[src/rtl/reg_writeback_unit_pkg.sv]
// Shared CPU constants and the write-back queue entry layout.
package reg_writeback_unit_pkg;

    localparam int unsigned REG_IDX_W = 5;
    localparam int unsigned DATA_W    = 32;
    localparam int unsigned NUM_REGS  = 32;

    // One queued register-file write.
    typedef struct packed {
        logic [REG_IDX_W-1:0] dest;
        logic [DATA_W-1:0]    data;
    } wb_entry_t;

endpackage

[src/rtl/reg_writeback_unit_wb_fifo.sv]
// Write-back queue: up to two pushes per cycle (slot 0 first), one pop.
module wb_fifo
    import reg_writeback_unit_pkg::*;
#(
    parameter int unsigned DEPTH = 4
) (
    input  logic                    clk,
    input  logic                    rst_n,
    input  logic                    push0_i,
    input  wb_entry_t               entry0_i,
    input  logic                    push1_i,
    input  wb_entry_t               entry1_i,
    input  logic                    pop_i,
    output wb_entry_t               head_o,
    output logic                    empty_o,
    output logic [$clog2(DEPTH):0]  count_o
);

    localparam int unsigned PTR_W = $clog2(DEPTH);
    localparam int unsigned CNT_W = PTR_W + 1;

    wb_entry_t              mem_q [DEPTH];
    logic [PTR_W-1:0]       wr_ptr_q, wr_ptr_d;
    logic [PTR_W-1:0]       rd_ptr_q, rd_ptr_d;
    logic [CNT_W-1:0]       count_q, count_d;
    logic [PTR_W-1:0]       wr_idx1;
    logic                   do_pop;

    assign do_pop  = pop_i && (count_q != '0);
    // Second push lands after the first when both are present.
    assign wr_idx1 = wr_ptr_q + PTR_W'(push0_i);

    // Next pointers and occupancy; pointers wrap naturally at DEPTH.
    always_comb begin
        wr_ptr_d = wr_ptr_q + PTR_W'(push0_i) + PTR_W'(push1_i);
        rd_ptr_d = rd_ptr_q + PTR_W'(do_pop);
        count_d  = count_q + CNT_W'(push0_i) + CNT_W'(push1_i) - CNT_W'(do_pop);
    end

    // Pointer and count state.
    always_ff @(posedge clk or negedge rst_n) begin
        if (!rst_n) begin
            wr_ptr_q <= '0;
            rd_ptr_q <= '0;
            count_q  <= '0;
        end else begin
            wr_ptr_q <= wr_ptr_d;
            rd_ptr_q <= rd_ptr_d;
            count_q  <= count_d;
        end
    end

    // Entry storage; contents are meaningless outside the valid window.
    always_ff @(posedge clk) begin
        if (push0_i) mem_q[wr_ptr_q] <= entry0_i;
        if (push1_i) mem_q[wr_idx1]  <= entry1_i;
    end

    assign head_o  = mem_q[rd_ptr_q];
    assign empty_o = (count_q == '0);
    assign count_o = count_q;

endmodule

[src/rtl/reg_writeback_unit.sv]
// Merges ALU and load results into the register-file write port and
// tracks pending destinations for operand hazard queries.
module reg_writeback_unit
    import reg_writeback_unit_pkg::*;
#(
    parameter int unsigned DEPTH = 4
) (
    input  logic                   clk,
    input  logic                   rst_n,
    input  logic                   alu_valid,
    input  logic [REG_IDX_W-1:0]   alu_dest,
    input  logic [DATA_W-1:0]      alu_data,
    output logic                   alu_ready,
    input  logic                   mem_valid,
    input  logic [REG_IDX_W-1:0]   mem_dest,
    input  logic [DATA_W-1:0]      mem_data,
    output logic                   mem_ready,
    input  logic                   issue_valid,
    input  logic [REG_IDX_W-1:0]   issue_dest,
    input  logic [REG_IDX_W-1:0]   qa,
    input  logic [REG_IDX_W-1:0]   qb,
    output logic                   busy_a,
    output logic                   busy_b,
    output logic                   wEnable,
    output logic [REG_IDX_W-1:0]   dR,
    output logic [DATA_W-1:0]      wData,
    output logic                   full,
    output logic [$clog2(DEPTH):0] count
);

    localparam int unsigned CNT_W = $clog2(DEPTH) + 1;

    logic [CNT_W-1:0]    count_w;
    logic [CNT_W-1:0]    free_c;
    logic                push_mem, push_alu, empty_w;
    wb_entry_t           mem_entry, alu_entry, head_w;
    logic [NUM_REGS-1:0] pending_q, pending_d;

    // Free slots come from registered occupancy only; a same-cycle pop
    // never grants extra room.
    assign free_c    = CNT_W'(DEPTH) - count_w;
    assign mem_ready = (free_c >= CNT_W'(1));
    assign alu_ready = (free_c >= CNT_W'(2)) || ((free_c == CNT_W'(1)) && !mem_valid);

    // Register 0 offers complete the handshake but are dropped.
    assign push_mem  = mem_valid && mem_ready && (mem_dest != '0);
    assign push_alu  = alu_valid && alu_ready && (alu_dest != '0);
    assign mem_entry = '{dest: mem_dest, data: mem_data};
    assign alu_entry = '{dest: alu_dest, data: alu_data};

    wb_fifo #(.DEPTH(DEPTH)) u_fifo (
        .clk      (clk),
        .rst_n    (rst_n),
        .push0_i  (push_mem),
        .entry0_i (mem_entry),
        .push1_i  (push_alu),
        .entry1_i (alu_entry),
        .pop_i    (wEnable),
        .head_o   (head_w),
        .empty_o  (empty_w),
        .count_o  (count_w)
    );

    assign wEnable = !empty_w;
    assign dR      = head_w.dest;
    assign wData   = head_w.data;
    assign full    = (count_w == CNT_W'(DEPTH));
    assign count   = count_w;

    // Pending update: clear on write-back first so a same-edge issue wins.
    always_comb begin
        pending_d = pending_q;
        if (wEnable) pending_d[dR] = 1'b0;
        if (issue_valid && (issue_dest != '0)) pending_d[issue_dest] = 1'b1;
    end

    // Pending vector state.
    always_ff @(posedge clk or negedge rst_n) begin
        if (!rst_n) pending_q <= '0;
        else        pending_q <= pending_d;
    end

    assign busy_a = pending_q[qa];
    assign busy_b = pending_q[qb];

endmodule

[config.mk]
export PLATFORM = sky130hd
export DESIGN_NAME = reg_writeback_unit
export DESIGN_NICKNAME = d
export VERILOG_FILES = /design/src/rtl/reg_writeback_unit_pkg.sv /design/src/rtl/reg_writeback_unit_wb_fifo.sv /design/src/rtl/reg_writeback_unit.sv
export SDC_FILE = /design/constraint.sdc
export NUM_CORES = 1
export LEC_CHECK = 0
export BUFFER_PORTS_ARGS = -buffer_cell sky130_fd_sc_hd__buf_2
export CORE_UTILIZATION = 45
export DETAILED_ROUTE_END_ITERATION = 6
export MAX_ROUTING_LAYER = met4
export PLACE_DENSITY_LB_ADDON = 0.12
export SYNTH_ARGS = -nofsm -noshare
export SYNTH_HDL_FRONTEND = slang
export SYNTH_SLANG_ARGS = --single-unit
[constraint.sdc]
create_clock -name clk -period 12.55 [get_ports clk]
set_input_delay 0 -clock clk [delete_from_list [all_inputs] [get_ports clk]]
set_output_delay 0 -clock clk [all_outputs]
set_load 0.02 [all_outputs]
==> run summary <==
Worst VDD drop: 0.151 mV
Startpoint Class: register
slew margin rel.: 0.287
Pins Over Slew Limit: 0
WS Path Type: reg2reg
worst min-delay path category: in2reg
# diodes: 0
initial antenna violation count: 0
Net Count, Synth: 707
count of final setup violators: 0
Design Area, Final: 12500 um^2
Total Routing Usage GR: 0.232
Inserted Clock Buffers: 17
Final Worst Setup Slack: 7.70 ns
CORE AREA: 21300 um^2
library cells used by synthesis: 47
number of max-cap violations: 0
Vias/cell: 5.54
Synth Instances: 602
nets: 957
CTS tree: done
placed inst area: 10800 um^2
Synth Register Bits: 187
CTS sink count: 187
Die Wd: 150 um
First-pass DRT Iterations: 5
post-synthesis sequential area ratio: 0.549
post-route ant nets: 0
root buf cell: clkbuf_16
pin count of the biggest net entering global routing: 40
met1 Resource Use GR: 0.284
status: finished clean
pre-CTS setup slack: 8.26 ns
number of global-route vias before repair: 6862
die area: 22500 um^2
Die H: 150 um
most used routing layer: met2
CP endpoint kind: register
# H-tree levels: 4
final hold vios: 0
Hold Crit Start: issue_dest[2]
Util after Layout: 0.588
leakage: 4.75 nW
Iteration-0 DRC Markers: 311
RSZ-0062 raised after global routing: no
PortBufs: 139
syn_area_per_cell: 16.4 um^2
crit path from: u_fifo.count_o[1]
GPL Wtd Cong: 0.871
global-route wire length before repair: 37300 um
clock latency on the worst-skew pair: 0.44 ns
Worst Path Arrival: 5.03 ns
post-layout min period: 4.85 ns
Ys Warns: 0
met2 global-route usage: 0.393
PwrDens: 259 nW/um^2
DRC: 0
CP required: 12.73 ns
cts repair resizes: 0
wire length per cell: 21.1 um
Post-CTS Hold Buffers: 115
GRT overflow: 0
Area Growth Syn to Fin: 26.7%
DP Wirelength: 14700 um
Starting Density: 0.464
total number of vias: 6317
fmax: 206 MHz
Post-CTS Setup Bufs: 0
r2r startpoint: u_fifo.count_o[1]
Final Cycle Share: 0.387
clk slew on worst S/H paths: 0.07 ns
CTS max path bufs: 2
total negative slack: 0 ns
layout cells sized above 1: 0.455
slew at the pin closest to its max-slew limit: 1.07 ns
met3 Track Usage GR: 0.0403
Ports: 140
area of the mapped netlist: 9870 um^2
final wirelength: 24100 um
num rows: 53
clock skew: 0.00770 ns
Critical Path Fanout Max: 32
placed cells by master, fill, tap and decap left out, drive strengths merged, types with 5 or more instances in the layout:
cell           n
mux2         152
dfrtp         39
edfxtp       148
or3b           5
dlygate4sd3  115
o21ai         31
nand2         65
mux4          53
clkbuf        18
nor3b          8
ha             9
buf          148
inv           15
metal layers:
layer | vias up | share of wire
met4 | 0 | 0.012
met2 | 194 | 0.52
li1 | 2866 | -
met3 | 23 | 0.049
met1 | 3234 | 0.42
met5 | - | 0
worst max-delay path, cell delays in order (launching register included):
cell and delay (ns):
dfrtp_1 0.42, inv_1 0.11, ha_1 0.21, ha_1 0.29, or4b_2 0.62, o311a_1 0.23
ha_1 0.25, xnor2_2 0.40, nand2_1 0.23, nor3_4 0.33, buf_4 0.52, mux2_1 0.37
dlygate4sd3_1 0.56
path summary, 6_finish.rpt:
path                                  endpoint  slack [ns]  cells past startpoint
setup / recovery           u_fifo.mem_q[1][27]        7.70                     12
hold reg to reg                   pending_q[2]        0.52                      2
setup reg to reg           u_fifo.mem_q[1][27]        7.70                     12
hold / removal                   pending_q[27]        0.03                      4
max in group asynchronous   u_fifo.rd_ptr_q[1]       11.67                      2
min in group asynchronous        pending_q[16]        0.24                      2
where the power goes:
group / total [mW] / leakage [nW] / switching (mW) / internal, mW
Clock: 0.503 / 0.258 / 0.245 / 0.258
Sequential: 1.20 / 1.83 / 0.148 / 1.05
Combinational: 1.54 / 2.66 / 0.840 / 0.698
final cells by class:
type                            instances  area, um^2
Timing Repair Buffer                  263        1910
Sequential cell                       187        5420
Inverter                                8        30.0
Fill cell                            1670        8780
Clock inverter                         14         113
Tap cell                              275         344
Clock buffer                           18         429
Multi-Input combinational cell        375        4260
cell families (layout without fill, tap and decap cells):
family | after synthesis | after routing | share of synthesized area
muxes | 207 | 207 | 0.318
DFF | 187 | 187 | 0.549
and+or+nand+nor | 112 | 112 | 0.0628
AOI/OAI and AO/OA | 40 | 40 | 0.0246
buffers and inverters | 40 | 303 | 0.0247
adders and majority gates | 11 | 11 | 0.0155
xor gates and xnor gates | 5 | 5 | 0.00520
metrics by stage:
stage                     total power, mW  std cells  hold WS (ns)
after floorplan                      2.23        602        -0.296
after global placement               2.66        993         0.152
after detailed placement             2.70        993         0.183
after CTS                            3.27       1140       0.00165
after global routing                 3.41       1140        0.0535
final                                3.24       1140        0.0278
state kept, by name, summed over array words and instances (netlist names):
| signal | cells |
|---|---|
| u_fifo.mem_q | 148 |
| u_fifo.rd_ptr_q | 2 |
| u_fifo.count_o | 3 |
| pending_q | 32 |
| u_fifo.wr_ptr_q | 2 |
Yosys cell counts, drive strengths merged:
master   count  area, um^2
edfxtp     148        4440
nor2         3        27.5
a31o         2        17.5
nand2b       2        12.5
xor2         1        8.76
nor3b        8        60.1
o22ai        1        6.26
mux2       152        1930
dfrtp       39         976
nand2       65         244
nand3        2        10.0
mux2i        2        20.0
mux4        53        1190
o21a         1        7.51
fa           2        40.0
nor2b        3        18.8
and3b        3        26.3
clkbuf       5        20.0
a2111oi      2        17.5
or2          1        6.26
xnor2        4        42.6
o21bai       1        7.51
nor4         3        25.0
ha           9         113
or4b         1        10.0
inv          8        30.0
nor3         2        21.3
or3b         5        43.8
or3          4        25.0
and3         4        25.0
nor4b        2        30.0
or4          1        11.3
o31ai        1        21.3
o21ai       31         155
o311a        1        10.0
nand3b       3        22.5
buf         27         194
Note: power is estimated with default switching activity, not from simulation.
